==> config.mk <==
export PLATFORM = sky130hd
export DESIGN_NAME = midi_msg_parser
export DESIGN_NICKNAME = d
export VERILOG_FILES = /design/src/rtl/midi_msg_parser.sv
export SDC_FILE = /design/constraint.sdc
export NUM_CORES = 1
export LEC_CHECK = 0
export CORE_ASPECT_RATIO = 1.75
export CORE_MARGIN = 2
export CORE_UTILIZATION = 56
export DETAILED_ROUTE_END_ITERATION = 7
export PLACE_DENSITY = 0.89
export SYNTH_ARGS = -nofsm -noshare
export SYNTH_HDL_FRONTEND = slang
export SYNTH_SLANG_ARGS = --single-unit
==> constraint.sdc <==
create_clock -name reg_clk -period 2.5 [get_ports reg_clk]
set_input_delay 0.5 -clock reg_clk [delete_from_list [all_inputs] [get_ports reg_clk]]
set_output_delay 0.5 -clock reg_clk [all_outputs]
set_load 0.01 [all_outputs]
==> src/rtl/midi_msg_parser.sv <==
// rtl/midi_msg_parser.sv - MIDI channel-voice message parser with event FIFO
//
// Samples the MIDI receiver's status/count/data inputs a fixed SETTLE cycles
// after each byteready_u rising edge, assembles channel-voice messages
// (running status, note-on velocity 0 as note-off, optional channel filter)
// and queues complete events in a show-ahead FIFO.
//
// Ports:
//   reg_clk, reset_reg_N          clock, asynchronous active-low reset
//   byteready_u                   receiver byte strobe (level, long high)
//   cur_status_u, midibyte_nr_u   last status byte, data bytes since status
//   midi_in_data_u                last received byte
//   omni, rx_chan                 channel filter (omni=1 accepts all)
//   ev_valid/ev_ready             event handshake, ev_* hold the FIFO head
//   ev_type, ev_chan, ev_d1, ev_d2 decoded event fields
//   fifo_level                    occupied FIFO entries
//   overflow, overflow_clr        sticky drop flag and its clear
module midi_msg_parser #(
  parameter int SETTLE     = 4,
  parameter int FIFO_DEPTH = 4
) (
  input  logic                          reg_clk,
  input  logic                          reset_reg_N,
  input  logic                          byteready_u,
  input  logic [7:0]                    cur_status_u,
  input  logic [7:0]                    midibyte_nr_u,
  input  logic [7:0]                    midi_in_data_u,
  input  logic                          omni,
  input  logic [3:0]                    rx_chan,
  output logic                          ev_valid,
  input  logic                          ev_ready,
  output logic [2:0]                    ev_type,
  output logic [3:0]                    ev_chan,
  output logic [6:0]                    ev_d1,
  output logic [6:0]                    ev_d2,
  output logic [$clog2(FIFO_DEPTH):0]   fifo_level,
  output logic                          overflow,
  input  logic                          overflow_clr
);

  localparam int         AW       = $clog2(FIFO_DEPTH);
  localparam logic [3:0] CNT_LOAD = 4'(SETTLE - 1);

  typedef enum logic [1:0] {IDLE, WAIT, DECODE} state_t;

  state_t      state, state_nx;
  logic [3:0]  cnt, cnt_nx;
  logic        byteready_q;
  logic        rise;
  logic        capture;
  logic [7:0]  s_q, n_q, d_q;
  logic        have_d1, have_d1_nx;
  logic [6:0]  d1_reg, d1_reg_nx;

  logic        emit, push;
  logic [2:0]  pkt_type;
  logic [6:0]  pkt_d1, pkt_d2;

  assign rise = byteready_u & ~byteready_q;

  // ---------------------------------------------------------------- FSM
  always_ff @(posedge reg_clk or negedge reset_reg_N) begin
    if (!reset_reg_N) begin
      state       <= IDLE;
      cnt         <= '0;
      byteready_q <= 1'b0;
      s_q         <= '0;
      n_q         <= '0;
      d_q         <= '0;
      have_d1     <= 1'b0;
      d1_reg      <= '0;
    end else begin
      state       <= state_nx;
      cnt         <= cnt_nx;
      byteready_q <= byteready_u;
      have_d1     <= have_d1_nx;
      d1_reg      <= d1_reg_nx;
      if (capture) begin
        s_q <= cur_status_u;
        n_q <= midibyte_nr_u;
        d_q <= midi_in_data_u;
      end
    end
  end

  always_comb begin
    state_nx = state;
    cnt_nx   = cnt;
    capture  = 1'b0;
    case (state)
      IDLE: begin
        if (rise) begin
          cnt_nx   = CNT_LOAD;
          state_nx = WAIT;
        end
      end
      WAIT: begin
        // A fresh strobe while settling restarts the settle window.
        if (rise) begin
          cnt_nx = CNT_LOAD;
        end else if (cnt == 4'd0) begin
          capture  = 1'b1;
          state_nx = DECODE;
        end else begin
          cnt_nx = cnt - 4'd1;
        end
      end
      DECODE:  state_nx = IDLE;
      default: state_nx = IDLE;
    endcase
  end

  // ------------------------------------------------------------- decode
  always_comb begin
    emit       = 1'b0;
    pkt_type   = 3'd0;
    pkt_d1     = '0;
    pkt_d2     = '0;
    have_d1_nx = have_d1;
    d1_reg_nx  = d1_reg;
    if (state == DECODE) begin
      if (d_q[7] || !s_q[7] || s_q[7:4] == 4'hF) begin
        // Status bytes and data under system/no status break pairing.
        have_d1_nx = 1'b0;
      end else if (s_q[7:4] == 4'hC || s_q[7:4] == 4'hD) begin
        emit     = 1'b1;
        pkt_type = (s_q[7:4] == 4'hC) ? 3'd4 : 3'd5;
        pkt_d1   = d_q[6:0];
      end else if (n_q == 8'd1 || !have_d1) begin
        // First data byte of a pair; N==1 always restarts the pair so a
        // stale half-message cannot mis-align running status.
        d1_reg_nx  = d_q[6:0];
        have_d1_nx = 1'b1;
      end else begin
        emit       = 1'b1;
        pkt_d1     = d1_reg;
        pkt_d2     = d_q[6:0];
        have_d1_nx = 1'b0;
        case (s_q[7:4])
          4'h8:    pkt_type = 3'd0;
          4'h9:    pkt_type = (d_q[6:0] == 7'd0) ? 3'd0 : 3'd1;
          4'hA:    pkt_type = 3'd2;
          4'hB:    pkt_type = 3'd3;
          default: pkt_type = 3'd6;
        endcase
      end
    end
  end

  assign push = emit & (omni | (s_q[3:0] == rx_chan));

  // --------------------------------------------------------------- FIFO
  logic [20:0]   mem [FIFO_DEPTH];
  logic [AW-1:0] wr_ptr, rd_ptr;
  logic [AW:0]   level;
  logic          full, pop, wr_en, drop;
  logic [20:0]   head;

  assign full     = (level == (AW+1)'(FIFO_DEPTH));
  assign ev_valid = (level != '0);
  assign pop      = ev_valid & ev_ready;
  assign wr_en    = push & (~full | pop);
  assign drop     = push & full & ~pop;

  always_ff @(posedge reg_clk) begin
    if (wr_en) mem[wr_ptr] <= {pkt_type, s_q[3:0], pkt_d1, pkt_d2};
  end

  always_ff @(posedge reg_clk or negedge reset_reg_N) begin
    if (!reset_reg_N) begin
      wr_ptr   <= '0;
      rd_ptr   <= '0;
      level    <= '0;
      overflow <= 1'b0;
    end else begin
      if (wr_en) wr_ptr <= wr_ptr + 1'b1;
      if (pop)   rd_ptr <= rd_ptr + 1'b1;
      case ({wr_en, pop})
        2'b10:   level <= level + 1'b1;
        2'b01:   level <= level - 1'b1;
        default: level <= level;
      endcase
      // A drop in the same cycle as a clear keeps the flag set.
      if (drop)              overflow <= 1'b1;
      else if (overflow_clr) overflow <= 1'b0;
    end
  end

  // Fields read zero while empty so outputs match their reset values.
  assign head       = ev_valid ? mem[rd_ptr] : '0;
  assign ev_type    = head[20:18];
  assign ev_chan    = head[17:14];
  assign ev_d1      = head[13:7];
  assign ev_d2      = head[6:0];
  assign fifo_level = level;

endmodule

==> flow_summary.json, run 1 <==
{
  "start_util_pct": 57.6,
  "cellPowerDensity_mw_per_mm2": 1100,
  "postLayoutCoreUtil_pct": 73.7,
  "fin_cells": 553,
  "grt_max_degree": 26,
  "tns_ns": 0,
  "drt-pass1-iter-count": 5,
  "avgSynthCellArea_um2": 17.1,
  "htreeDepth": 4,
  "timing.hold.ws_ns": 0.501,
  "ys_seq_area_share_pct": 67.4,
  "regMostFlops": "mem",
  "clockBufferDepth": 2,
  "nets": 458,
  "cpMaxStageDelayCell": "mux4_2",
  "grt-ovfl-total": 0,
  "drt-initial-drc-count": 218,
  "cp_num_cells": 4,
  "period_share_pct": 99.5,
  "grt_pass1_vias": 3403,
  "r2r_end": "fifo_level[2]$_DFFE_PN0P_",
  "wl_per_cell_um": 20.8,
  "die-height_um": 135,
  "hold_start": "d1_reg[1]$_DFFE_PN0P_",
  "ctsRootBufferMaster": "clkbuf_16",
  "io_buffers": 59,
  "peakVddDrop_v": 0.000903,
  "min_path_cells": 1,
  "antenna_found_initial": 0,
  "ys_warn_count": 0,
  "cp.arrival_ns": 1.99,
  "num_antenna_cells": 0,
  "synth-seq-cells": 131,
  "syn_inst": 322,
  "grt_pass1_wl_mm": 18.2,
  "largest_reg_flops": 84,
  "num_vias": 3228,
  "cp-start-kind": "register",
  "clock_skew_ns": 0.00800,
  "finalWirelength_mm": 11.5,
  "cts_buffers": 17,
  "r2r_cells": 8,
  "synth_edf_count": 84,
  "rsz0062_at_grt": "yes",
  "fin_area_mm2": 0.00702,
  "track_usage_pct": 23.7,
  "fp.dieW_um": 78.9,
  "regToRegStartpoint": "state[0]$_DFFE_PN0P_",
  "core_mm2": 0.00953,
  "clkLatencyLatePin_ns": 0.42,
  "cts.sinks": 131,
  "rows": 47,
  "period_minus_slack_ns": 2.49,
  "crit_start": "rd_ptr[0]$_DFFE_PN0N_",
  "synth_async_sr_flop_share_pct": 35.9,
  "max_stage_delay_ns": 0.48,
  "leakagePower_nw": 2.69,
  "crit_fanout": 4,
  "dp_hpwl_mm": 7.29,
  "area_growth_syn_to_layout_pct": 27.9,
  "end_kind": "output pin",
  "drive_gt1_share_pct": 32.0,
  "syn_area_mm2": 0.00549,
  "crit_buf_inv": 2,
  "worst_slew_pin_slew_ns": 0.645,
  "max_freq_ghz": 0.402,
  "total_power_mw": 7.72,
  "hp-class": "register to register",
  "final-setup-viol-count": 0,
  "yosysUniqueCellTypes": 48,
  "fillCellCount": 574,
  "ios": 60,
  "drv_slew": 0,
  "cp.required_ns": 2.00,
  "drc": 0,
  "vias_per_cell": 5.84,
  "cts_tree": "built",
  "gp_congestion": 0.845,
  "syn_nets": 362,
  "fin_ws_ns": 0.0120,
  "path_class": "register to output pin",
  "placed_cell_area_mm2": 0.00641,
  "status": "finished, final reports clean",
  "hold_viol": 0,
  "clk_pin_slew_ns": 0.06,
  "drtAntennaViolNets": 0,
  "max-cap-violations": 0,
  "dp_slack_ns": -0.159,
  "path_delay_family": "buffers and inverters",
  "relSlewSlack_pct": 57.0,
  "crit_chain": "bufbuf_16 > mux4_2 > and2_1 > dlygate4sd2_1",
  "yosys_most_used_dff": "edfxtp_1",
  "min_to": "d1_reg[1]$_DFFE_PN0P_",
  "dp_cells": 515,
  "dieArea_mm2": 0.0106,
  "reg2reg_slack_ns": 0.16
}
==> kinds of logic (layout without fill, tap and decap cells) <==
family	Yosys count	count (layout)	share of synthesized area, %
DFF	131	131	67.4
xor gates and xnor gates	9	9	1.44
buffers and inverters	19	128	1.53
and+or+nand+nor	76	76	8.57
adders and majority gates	6	6	1.50
muxes	55	55	15.8
AOI/OAI and AO/OA	26	26	3.78
==> cell type report <==
cell class	count	area (um2)	share of cell area [%]
flip-flops and latches	131	3700	52.7
inverters	8	30.0	0.428
clock inverters	14	140	2.00
multi-input cells	172	1710	24.4
well taps	122	153	2.17
repair buffers	88	860	12.2
clock buffers	18	429	6.11
==> power by group <==
| part | total (mW) | switching, mW | leakage (nW) | internal, mW |
|---|---|---|---|---|
| sequential | 2.98 | 0.341 | 1.36 | 2.64 |
| clock | 2.37 | 0.916 | 0.259 | 1.45 |
| combinational | 2.37 | 1.00 | 1.07 | 1.37 |
==> synth_stat cells (3+ instances only) <==
cell,count,share of area (%)
a22o_1,4,0.64
a22oi_1,5,0.68
a41oi_1,3,0.48
and2_1,28,3.2
and2_2,4,0.55
buf_2,4,0.36
clkbuf_1,5,0.34
dfrtp_1,47,21
edfxtp_1,84,46
ha_1,5,1.1
inv_1,8,0.55
mux2_1,4,0.82
mux2_2,27,5.5
mux4_2,21,8.6
nand2_1,5,0.34
nand2b_1,3,0.34
nand3_1,4,0.36
nor2_1,13,0.89
nor4_1,3,0.34
o21ai_0,6,0.55
xnor2_1,9,1.4
==> how the worst max path moves through the flow <==
stage	end	slack, ns
after floorplan	fifo_level[1]$_DFFE_PN0P_	0.21
after global placement	fifo_level[2]$_DFFE_PN0P_	-0.08
after detailed placement	fifo_level[2]$_DFFE_PN0P_	-0.16
after CTS	ev_chan[2]	0.002
after global routing	ev_type[2]	-0.06
final	ev_d2[5]	0.01
==> repair_timing <==
action / in CTS / in global routing
setup buffers: 3 / 1
setup endpoints to repair: 22 / 21
hold buffers: 1 / 0
gates cloned: 1 / 0
resized for setup: 40 / 24
endpoints found under the hold margin: 11 / 0
==> cells in the final DEF (no fill, tap or decap), types with 3 or more instances in the layout <==
cell	instances
nor4_1	3
nand2b_1	3
buf_12	8
edfxtp_1	84
a22oi_1	5
buf_4	18
clkdlybuf4s15_1	3
mux2_2	27
dlygate4sd2_1	3
xnor2_1	9
dfrtp_1	46
ha_1	5
nor2_1	13
mux2_1	4
clkbuf_16	17
o21ai_0	6
clkbuf_2	15
clkinvlp_4	6
a41oi_1	3
mux4_2	21
nand2_1	5
nand3_1	4
clkdlybuf4s50_1	37
inv_1	8
and2_1	28
a22o_1	4
and2_2	4
==> worst register-to-register path: stages (launching register included) <==
cell	delay, ns
dfrtp_1	0.42
and2b_2	0.31
nand3_1	0.20
a211o_4	0.36
nor2b_1	0.14
fa_1	0.38
and3_1	0.16
mux2i_1	0.16
xnor2_1	0.13
==> per-layer routing <==
layer,vias to the layer above,routed length [um],global-route usage [%]
li1,1419,-,-
met1,1657,4150,27.0
met2,124,6590,42.3
met3,28,504,6.82
met4,0,277,8.62
met5,-,0,0
No activity file was read; power rests on OpenSTA's default activity.
==> inputs of run 2 (changes only) <==
CORE_MARGIN = default   (was 2)
GPL_TIMING_DRIVEN = 0   (was default)
SKIP_CTS_REPAIR_TIMING = 1   (was default)
==> run 2 against run 1 <==
The flow now finishes with violations (setup timing). Core utilization increased by 0.88 points. Clock skew up 0.0021 ns. Hold slack got worse by 0.017 ns. Wire length is 0.51% lower. Non-clock buffer count decreased by 10. Clock power increased by 13%. Register-to-register slack got worse by 0.13 ns. Highest routed layer unchanged. Sequential share of layout area down 0.28 points. Global-route usage increased by 0.41 points. Critical endpoint is now mem[1][6]$_DFFE_PP_. Setup slack lost 0.084 ns.
==> flow_summary.json, run 2 (same netlist as run 1, synthesis figures left out) <==
{
  "num_antenna_cells": 0,
  "grt_pass1_wl_mm": 17.9,
  "grt_max_degree": 41,
  "cts.sinks": 131,
  "relSlewSlack_pct": 39.8,
  "area_growth_syn_to_layout_pct": 28.6,
  "gp_congestion": 0.750,
  "violations": "setup timing",
  "htreeDepth": 4,
  "clock_skew_ns": 0.0101,
  "max_freq_ghz": 0.389,
  "num_vias": 3209,
  "dp_hpwl_mm": 7.04,
  "nets": 448,
  "final-setup-viol-count": 84,
  "clockBufferDepth": 2,
  "cellPowerDensity_mw_per_mm2": 1140,
  "io_buffers": 59,
  "drt-initial-drc-count": 278,
  "path_class": "primary input to register",
  "period_share_pct": 103,
  "drt-pass1-iter-count": 4,
  "fin_ws_ns": -0.0722,
  "seqCellArea_mm2": 0.00370,
  "grt-ovfl-total": 0,
  "dieArea_mm2": 0.0102,
  "peakVddDrop_v": 0.000921,
  "die-height_um": 133,
  "clk_pin_slew_ns": 0.06,
  "clkLatencyLatePin_ns": 0.42,
  "fp.dieW_um": 76.9,
  "worst_slew_pin_slew_ns": 0.901,
  "largest_reg_flops": 84,
  "end_kind": "register",
  "ctsRootBufferMaster": "clkbuf_16",
  "status": "finished with violations",
  "hold_viol": 0,
  "vias_per_cell": 5.91,
  "leakagePower_nw": 2.85,
  "multiInputGateArea_mm2": 0.00172,
  "final_common_cell": "edfxtp_1",
  "cts_tree": "built",
  "cp.arrival_ns": 2.62,
  "cts_buffers": 17,
  "rsz0062_at_grt": "yes",
  "regMostFlops": "mem",
  "hp-class": "primary input to async pin",
  "ios": 60,
  "reg2reg_slack_ns": 0.03,
  "drc": 0,
  "mostFrequentLayoutCells": "84 x edfxtp_1, 45 x dfrtp_1, 36 x clkdlybuf4s50_1",
  "fillCellCount": 512,
  "period_minus_slack_ns": 2.57,
  "cp-start-kind": "primary input",
  "drv_slew": 0,
  "wl_per_cell_um": 21.1,
  "track_usage_pct": 24.1,
  "cp.required_ns": 2.55,
  "fin_area_mm2": 0.00706,
  "finalWirelength_mm": 11.5,
  "drive_gt1_share_pct": 27.3,
  "start_util_pct": 58.0,
  "grt_pass1_vias": 3485,
  "crit_fanout": 21,
  "rows": 47,
  "drtAntennaViolNets": 0,
  "max-cap-violations": 0,
  "antenna_found_initial": 0,
  "postLayoutCoreUtil_pct": 74.6,
  "core_mm2": 0.00947,
  "placed_cell_area_mm2": 0.00625
}
run 2: cell types whose count changed in the layout (fill, tap and decap cells not counted), moves of 3 or more:
cell	delta
dlygate4sd2_1	-3
buf_12	-5
clkdlybuf4s15_1	-3
clkinvlp_4	-6
bufinv_16	+3
buf_4	-11
buf_6	+3
dlymetal6s2s_1	+21
clkbuf_2	-14
run 2: power by group:
part           internal [mW]  switching, mW
clock network           1.76          0.918
registers               2.64          0.388
logic                   1.39          0.973
total                   5.80           2.28
run 2: final timing paths:
path,start,to,depth (start not counted)
min in group reg_clk,n_q[0]$_DFFE_PN0P_,n_q[0]$_DFFE_PN0P_,1
max,rx_chan[3],mem[1][6]$_DFFE_PP_,5
max reg2reg,s_q[1]$_DFFE_PN0P_,mem[1][6]$_DFFE_PP_,4
min,reset_reg_N,rd_ptr[1]$_DFFE_PN0N_,2
min reg2reg,n_q[0]$_DFFE_PN0P_,n_q[0]$_DFFE_PN0P_,1
max in group asynchronous,reset_reg_N,fifo_level[1]$_DFFE_PN0P_,3
run 2: stage by stage:
step	cells	hold slack [ns]	worst slack, ns	TNS (ns)	power [mW]
after detailed placement	504	0.377	-0.505	-45.69	5.24
final	543	0.484	-0.0722	-4.67	8.08
after floorplan	322	0.204	0.208	0	4.32
after global routing	543	0.477	-0.182	-13.40	8.38
after CTS	536	-0.0663	-0.703	-15.65	7.98
after global placement	503	0.475	-0.387	-52.75	5.12
run 2: critical path, stage by stage:
cell and delay [ns]:
clkdlybuf4s50_1 0.45, xnor2_1 0.24, a41oi_2 0.18, a211oi_2 0.58
and2_2 0.65
run 2: layer usage:
layer	GRT usage [%]	wire, um	vias to the layer above	part of all wire [%]
met1	26.1	4270	1650	37
met3	6.34	432	27	3.8
met4	14.4	295	0	2.6
met2	41.8	6460	130	56
li1	-	-	1402	-
met5	0	0	-	0
run 2: cell type report:
cell class	instances	area share (%)
sequential	131	52.4
buffer	10	1.35
clock inverter	14	2.98
multi-input combinational	172	24.4
tap	122	2.16
inverter	8	0.425
timing repair buffer	68	10.2
clock buffer	18	6.08
==> inputs of run 3 (changes only) <==
CORE_UTILIZATION = 60   (was 56)
PLACE_DENSITY = 0.94   (was 0.89)
clock period = 3.2 ns   (was 2.5 ns; I/O delays follow)
==> run 3 against run 2 <==
The flow now finishes without violations. Clock-buffer cell count stayed put. Global-route usage rose by 0.90 points. Total power is 24% lower. First-iteration DRC count up 12%. Sequential power is 22% lower. Core utilization increased by 3.8 points. Final cell count shrank 2.6%. Hold slack worse by 0.38 ns. Combinational power fell by 28%. Non-clock buffer count fell by 8. Critical path type is now register to output pin. Largest cell class unchanged.
==> flow_summary.json, run 3 (same netlist as run 1, synthesis figures left out) <==
{
  "status": "finished, final reports clean",
  "max_freq_ghz": 0.323,
  "seqCellArea_mm2": 0.00370,
  "cts_buffers": 17,
  "start_util_pct": 62.5,
  "peakVddDrop_v": 0.000707,
  "drive_gt1_share_pct": 23.8,
  "ios": 60,
  "htreeDepth": 4,
  "nets": 440,
  "num_vias": 3072,
  "area_growth_syn_to_layout_pct": 25.4,
  "postLayoutCoreUtil_pct": 78.4,
  "cp.arrival_ns": 2.46,
  "vias_per_cell": 5.81,
  "gp_congestion": 0.753,
  "cts_tree": "built",
  "io_buffers": 59,
  "period_share_pct": 96.9,
  "cellPowerDensity_mw_per_mm2": 896,
  "dp_hpwl_mm": 6.77,
  "cts.sinks": 131,
  "end_kind": "output pin",
  "period_minus_slack_ns": 3.10,
  "regMostFlops": "mem",
  "hp-class": "primary input to async pin",
  "num_antenna_cells": 0,
  "leakagePower_nw": 2.57,
  "total_power_mw": 6.17,
  "mostFrequentLayoutCells": "84 x edfxtp_1, 58 x clkdlybuf4s50_1, 47 x dfrtp_1",
  "ctsRootBufferMaster": "clkbuf_16",
  "fp.dieW_um": 74.3,
  "final-setup-viol-count": 0,
  "path_class": "register to output pin",
  "grt_max_degree": 38,
  "clock_skew_ns": 0.00808,
  "grt_pass1_vias": 3248,
  "wl_per_cell_um": 19.9,
  "clockBufferDepth": 2,
  "max-cap-violations": 0,
  "finalWirelength_mm": 10.5,
  "die-height_um": 129,
  "core_mm2": 0.00878,
  "dieArea_mm2": 0.00955,
  "multiInputGateArea_mm2": 0.00171,
  "worst_slew_pin_slew_ns": 0.855,
  "relSlewSlack_pct": 42.9,
  "rsz0062_at_grt": "no",
  "antenna_found_initial": 0,
  "final_common_cell": "edfxtp_1",
  "grt-ovfl-total": 0,
  "drc": 0,
  "clkLatencyLatePin_ns": 0.41,
  "cp-start-kind": "register",
  "largest_reg_flops": 84,
  "drt-pass1-iter-count": 4,
  "hold_viol": 0,
  "clk_pin_slew_ns": 0.05,
  "track_usage_pct": 25.0,
  "drv_slew": 0,
  "rows": 45,
  "drtAntennaViolNets": 0,
  "crit_fanout": 10,
  "grt_pass1_wl_mm": 16.9,
  "drt-initial-drc-count": 310,
  "fillCellCount": 476,
  "timing.hold.ws_ns": 0.107,
  "cp.required_ns": 2.56
}
[run 3: changes by cell type in the layout (fill, tap and decap cells not counted), moves of 2 or more]
cell,previous run,this run
buf_4,7,1
clkinv_4,4,0
clkdlybuf4s50_1,36,58
dfrtp_2,2,0
clkinv_2,1,3
dfrtp_1,45,47
buf_12,3,1
clkbuf_1,2,5
dlymetal6s2s_1,21,0
buf_6,3,1
[run 3: final timing paths]
check,from,to,slack (ns),depth (start not counted)
max reg2reg,s_q[0]$_DFFE_PN0P_,mem[0][7]$_DFFE_PP_,0.68,4
min,reset_reg_N,fifo_level[1]$_DFFE_PN0P_,0.11,1
min reg2reg,d1_reg[1]$_DFFE_PN0P_,d1_reg[1]$_DFFE_PN0P_,0.49,1
max in group asynchronous,reset_reg_N,n_q[1]$_DFFE_PN0P_,2.61,2
max,rd_ptr[1]$_DFFE_PN0N_,ev_chan[2],0.1,4
min in group reg_clk,d1_reg[1]$_DFFE_PN0P_,d1_reg[1]$_DFFE_PN0P_,0.49,1
[run 3: area by class of cell]
class,instances,share of cell area [%]
Timing Repair Buffer,60,8.79
Tap cell,117,2.13
Clock inverter,13,3.11
Sequential cell,131,53.7
Multi-Input combinational cell,172,24.8
Inverter,8,0.436
Buffer,10,0.799
Clock buffer,18,6.23
[run 3: through the flow]
step | TNS (ns) | std cells | setup slack [ns] | cell area, um2
finish | 0 | 529 | 0.0999 | 6890
global placement | 0 | 498 | 0.184 | 6230
detailed placement | 0 | 499 | 0.0779 | 6240
CTS | -1.71 | 530 | -0.158 | 6890
floorplan | 0 | 322 | 0.908 | 5490
global route | 0 | 529 | 0.00278 | 6890
[run 3: critical path, stage by stage (launching register included)]
cell,delay [ns]
dfrtp_1,0.45
clkbuf_1,0.52
mux4_2,0.41
and2_1,0.18
clkdlybuf4s50_1,0.49
[run 3: layer usage]
layer	track usage (%)	up-vias	share of wire (%)
met5	0	-	0
met4	11.1	0	1.9
met3	6.03	19	4.4
met2	41.7	107	55
met1	30.8	1564	39
li1	-	1382	-
[run 3: power by group]
part / switching (mW) / internal [mW]
sequential: 0.284 / 2.06
combinational: 0.697 / 1.02
clock: 0.672 / 1.44
total: 1.65 / 4.52
